File: src/rtl/pc_pkg.sv
// pc_pkg: operation codes shared between the control unit and pc_unit.
//   pc_op_t : 3-bit program-counter operation (codes 6-7 are reserved and
//             treated as HOLD by pc_unit).
package pc_pkg;

  typedef enum logic [2:0] {
    PC_HOLD   = 3'd0,
    PC_INC    = 3'd1,
    PC_BRANCH = 3'd2,
    PC_JUMP   = 3'd3,
    PC_CALL   = 3'd4,
    PC_RET    = 3'd5
  } pc_op_t;

endpackage

File: src/rtl/pc_unit_return_stack.sv
// return_stack: circular LIFO of return addresses.
//   clk   : clock, all state changes on rising edge
//   reset : synchronous active-low; clears pointer and count (not contents)
//   push  : write wdata at top+1 and advance top (overwrites oldest if full)
//   pop   : retreat top (ignored when empty)
//   wdata : value to push
//   top   : entry at the top pointer
//   count : number of valid entries (0..DEPTH)
//   full  : count == DEPTH
//   empty : count == 0
module return_stack #(
  parameter int unsigned WIDTH = 16,
  parameter int unsigned DEPTH = 4
) (
  input  logic                     clk,
  input  logic                     reset,
  input  logic                     push,
  input  logic                     pop,
  input  logic [WIDTH-1:0]         wdata,
  output logic [WIDTH-1:0]         top,
  output logic [$clog2(DEPTH):0]   count,
  output logic                     full,
  output logic                     empty
);

  localparam int unsigned PW = $clog2(DEPTH);
  localparam logic [PW:0] FULL_CNT = DEPTH[PW:0];

  logic [WIDTH-1:0] mem_q [DEPTH];
  logic [PW-1:0]    ptr_q, ptr_d;
  logic [PW:0]      cnt_q, cnt_d;

  assign full  = (cnt_q == FULL_CNT);
  assign empty = (cnt_q == '0);
  assign top   = mem_q[ptr_q];
  assign count = cnt_q;

  // A push while full wraps onto the oldest slot; count saturates at DEPTH.
  always_comb begin
    ptr_d = ptr_q;
    cnt_d = cnt_q;
    if (push) begin
      ptr_d = ptr_q + 1'b1;
      if (!full) cnt_d = cnt_q + 1'b1;
    end else if (pop && !empty) begin
      ptr_d = ptr_q - 1'b1;
      cnt_d = cnt_q - 1'b1;
    end
  end

  always_ff @(posedge clk) begin
    if (!reset) begin
      ptr_q <= '0;
      cnt_q <= '0;
    end else begin
      ptr_q <= ptr_d;
      cnt_q <= cnt_d;
    end
  end

  // Storage carries no reset; only pointer/count define validity.
  always_ff @(posedge clk) begin
    if (reset && push) mem_q[ptr_d] <= wdata;
  end

endmodule

File: src/rtl/pc_unit.sv
// pc_unit: program counter with increment, relative branch, absolute jump
// and call/return through an internal circular return-address stack.
//   clk       : clock
//   reset     : synchronous active-low
//   stall     : freeze all state, ignore op
//   op        : pc_op_t operation code
//   offset    : signed branch displacement
//   target    : absolute jump/call destination
//   pc_out    : registered current PC
//   pc_next   : value pc_out takes at the next edge
//   depth     : valid return-stack entries
//   overflow  : sticky, CALL with stack full
//   underflow : sticky, RET with stack empty
module pc_unit
  import pc_pkg::*;
#(
  parameter int unsigned          WIDTH        = 16,
  parameter int unsigned          INC          = 2,
  parameter logic [WIDTH-1:0]     RESET_VECTOR = '0,
  parameter int unsigned          STACK_DEPTH  = 4
) (
  input  logic                          clk,
  input  logic                          reset,
  input  logic                          stall,
  input  logic [2:0]                    op,
  input  logic [WIDTH-1:0]              offset,
  input  logic [WIDTH-1:0]              target,
  output logic [WIDTH-1:0]              pc_out,
  output logic [WIDTH-1:0]              pc_next,
  output logic [$clog2(STACK_DEPTH):0]  depth,
  output logic                          overflow,
  output logic                          underflow
);

  localparam logic [WIDTH-1:0] INC_W = WIDTH'(INC);

  logic [WIDTH-1:0] pc_q, pc_d;
  logic             ovf_q, ovf_d;
  logic             unf_q, unf_d;
  logic             push, pop;
  logic [WIDTH-1:0] stk_top;
  logic             stk_full, stk_empty;

  return_stack #(
    .WIDTH (WIDTH),
    .DEPTH (STACK_DEPTH)
  ) u_stack (
    .clk   (clk),
    .reset (reset),
    .push  (push),
    .pop   (pop),
    .wdata (pc_q + INC_W),
    .top   (stk_top),
    .count (depth),
    .full  (stk_full),
    .empty (stk_empty)
  );

  // Priority: reset > stall > op; reserved codes fall to default (hold).
  always_comb begin
    pc_d  = pc_q;
    ovf_d = ovf_q;
    unf_d = unf_q;
    push  = 1'b0;
    pop   = 1'b0;
    if (!reset) begin
      pc_d  = RESET_VECTOR;
      ovf_d = 1'b0;
      unf_d = 1'b0;
    end else if (!stall) begin
      case (pc_op_t'(op))
        PC_INC:    pc_d = pc_q + INC_W;
        PC_BRANCH: pc_d = pc_q + offset;
        PC_JUMP:   pc_d = target;
        PC_CALL: begin
          push = 1'b1;
          pc_d = target;
          if (stk_full) ovf_d = 1'b1;
        end
        PC_RET: begin
          if (stk_empty) begin
            unf_d = 1'b1;
          end else begin
            pop  = 1'b1;
            pc_d = stk_top;
          end
        end
        default: ;
      endcase
    end
  end

  always_ff @(posedge clk) begin
    if (!reset) begin
      pc_q  <= RESET_VECTOR;
      ovf_q <= 1'b0;
      unf_q <= 1'b0;
    end else begin
      pc_q  <= pc_d;
      ovf_q <= ovf_d;
      unf_q <= unf_d;
    end
  end

  assign pc_out    = pc_q;
  assign pc_next   = pc_d;
  assign overflow  = ovf_q;
  assign underflow = unf_q;

endmodule

File: config.mk
export PLATFORM = sky130hd
export DESIGN_NAME = pc_unit
export DESIGN_NICKNAME = d
export VERILOG_FILES = /design/src/rtl/pc_pkg.sv /design/src/rtl/pc_unit_return_stack.sv /design/src/rtl/pc_unit.sv
export SDC_FILE = /design/constraint.sdc
export NUM_CORES = 1
export LEC_CHECK = 0
export CAP_MARGIN = 10
export CORE_AREA = 8 8 115 117
export DETAILED_ROUTE_END_ITERATION = 8
export DIE_AREA = 0 0 123 125
export HOLD_SLACK_MARGIN = 0.06
export PLACE_DENSITY_LB_ADDON = 0.08
export SLEW_MARGIN = 30
export SYNTH_ARGS = -nofsm -noshare
export SYNTH_HDL_FRONTEND = slang
export SYNTH_SLANG_ARGS = --single-unit
File: constraint.sdc
create_clock -name clk -period 2.6 [get_ports clk]
set_input_delay 0.26 -clock clk [delete_from_list [all_inputs] [get_ports clk]]
set_output_delay 0.26 -clock clk [all_outputs]
set_load 0.05 [all_outputs]
==> metrics <==
final worst setup slack=-0.223 ns; max_slew headroom=64.8%; Hold Slack=0.505 ns; # Max-Cap Violations=0; worst reg-to-reg path cell count=14; hold depth=2; Worst Hold Class=reg2reg; setup TNS=-1.18 ns; R2R setup slack=0.05 ns; fmax=between 0.3 and 0.4 GHz; failing checks=negative setup slack; synth unique cells=66; GP Congestion=0.860; CP Launch Type=register; Tmin final=2.82 ns; antenna violations before repair=0; total power=3.88 mW; Critical R2R Capture=pc_out[10]; first-pass GRT wire length=~25000 um; sequential share of the synthesized area=47.9%; Port Buffer Count=74; Slew Limit Fails=0; vias in the first global route=4684; number of buffers created by CTS=9; total gr overflow=0; final hold vios=0; Cell Area, Synth=4980 um2; pwr dens=494 nW/um2; most common cell after layout, fill and taps aside=buf_4; critical setup path kind=reg2out; Total GRT Usage=20.4%; Required @ worst endpoint=2.34 ns; die area=15400 um2; prevailing post-synth register cell=edfxtp_1; async set-reset flop share out of synthesis=0%; Mapped Nets=a little over 500; diodes inserted=0; LEAKAGE=2.97 nW; Core Region=roughly 12000 um2; Fin Clk Skew=0.0119 ns; synthesized area per cell=roughly 11 um2; drt initial violations=between 400 and 500; Cell Rows=40; chip height=125 um; H-tree depth=3; CP Capture Type=output pin; most frequent cells in the layout=119 x buf_4, 64 x edfxtp_1, 49 x clkdlybuf4s50_1; HP Start=overflow; Total Wirelength=between 15000 and 20000 um; Core Util, Final=67.7%; Worst-Margin Slew=0.527 ns; number of synthesized flops with an enable pin=64; unrepaired setup endpoints after global routing=yes; worst slack, placed=-0.383 ns; critical path fanouts, max=3; final setup vio count=11; Tcrit/Tclk final=109%; Clk Tree Root Cell=clkbuf_16; Nets=694; starting density of the core=42.9%; via count=about 4600; Worst-Skew Late Latency=approximately 0.34 ns; critical path launch point=pc_out[0]; CTS Sinks=87; clock buffer depth=2; status=complete, but fails checks; DP HPWL=11500 um; Via-to-Cell Ratio=5.79; CTS tree=yes; CTS clk-pin slew, worst paths=0.07 ns; Arrival @ worst endpoint=2.56 ns; DR WL/cell=20.7 um; synthesis-stage register bit count=87; Die W=123 um; Area Overhead vs Synth=57.9%; Critical R2R Launch=pc_out[1]; Detailed Routing Iterations Pass 1=6; YS warnings=0; share of cells above drive strength 1=a little under half; worst vdd ir=0.467 mV; largest net degree at the start of global routing=17; hold endpoint=overflow; # IOs=75; Gate Count Post-Synth=449; post-route ant nets=0; Remaining DRCs=0
==> cells in the mapped netlist (3+ instances only) <==
cell type / count / area, um2
nor2_1: 26 / 97.6
a31oi_1: 10 / 62.6
nand4_1: 5 / 31.3
a21o_1: 8 / 60.1
nor2b_1: 4 / 25.0
ha_1: 16 / 200
clkbuf_1: 10 / 37.5
edfxtp_1: 64 / 1920
or3_1: 3 / 18.8
a211oi_1: 4 / 30.0
dfxtp_1: 23 / 460
nand2_1: 32 / 120
xnor2_1: 17 / 149
a222oi_1: 3 / 30.0
o211ai_1: 5 / 37.5
mux4_2: 16 / 360
o31ai_1: 4 / 30.0
o21ai_0: 23 / 115
a221oi_1: 8 / 70.1
nor3b_1: 4 / 30.0
buf_2: 10 / 50.1
a22oi_1: 5 / 37.5
nand3_1: 17 / 85.1
nor3_1: 7 / 35.0
buf_6: 3 / 33.8
a21oi_1: 38 / 190
inv_1: 13 / 48.8
o21a_1: 4 / 30.0
xor2_1: 4 / 35.0
a221o_1: 5 / 50.1
and3_1: 8 / 50.1
==> through the flow <==
stage	std cells	area (um2)
after global routing	790	7860
after global placement	744	6840
final	790	7860
after detailed placement	744	6840
after floorplan	449	5110
after CTS	777	7380
==> sequential cells by signal (all words and copies together) (netlist names) <==
register       cells
pc_out            16
u_stack.count      3
underflow          1
u_stack.mem_q     64
u_stack.ptr_q      2
overflow           1
==> worst max-delay path, stage by stage (launching register included) <==
cell	delay, ns
dfxtp_2	0.34
ha_4	0.16
buf_6	0.10
a21o_1	0.18
and4_4	0.16
o211a_1	0.23
o211a_1	0.25
or4_4	0.42
o211ai_1	0.15
clkbuf_16	0.22
==> routing by layer <==
metal	GRT usage [%]	routed length (um)	vias to the layer above
met4	6.66	314	0
li1	-	-	2146
met5	0	0	-
met1	26.4	6980	2261
met3	3.74	913	26
met2	33.7	8120	141
==> cell type report <==
type / count / area [um2]
clock buffer: 10 / 229
fill: 866 / 3750
multi-input combinational: 321 / 2960
tap: 147 / 184
timing repair buffer: 206 / 1980
sequential: 87 / 2410
inverter: 13 / 48.8
clock inverter: 6 / 52.6
==> how the worst max path moves through the flow <==
stage                  end  depth (start not counted)  slack, ns
2_1_floorplan   pc_next[9]                          7      0.001
3_3_place_gp    pc_next[6]                         11      -0.29
3_5_place_dp   pc_next[14]                         11      -0.38
4_1_cts         pc_next[9]                          9      -0.27
5_1_grt        pc_next[14]                         10      -0.28
6_report        pc_next[9]                          9      -0.22
==> what timing repair did <==
| action | in CTS | in global routing |
|---|---|---|
| buffers inserted | 17 | 16 |
| resized for setup | 43 | 83 |
| pin swaps | 15 | 45 |
| hold buffers | 0 | 0 |
| endpoints found under the setup margin | 15 | 17 |
==> power by group <==
| group | switching (mW) | internal [mW] | total [mW] |
|---|---|---|---|
| clock | 0.577 | 0.664 | 1.24 |
| combinational | 0.570 | 0.508 | 1.08 |
| sequential | 0.0386 | 1.52 | 1.56 |
==> cells by family after synthesis <==
family	count (synthesis)	synth area share, %
compound gates	142	19.6
xor+xnor	21	3.69
fa+ha+maj	18	4.83
buf+inv	41	4.00
flops	87	47.9
mux	18	7.64
simple gates	122	12.4
Note: power is estimated with default switching activity, not from simulation.
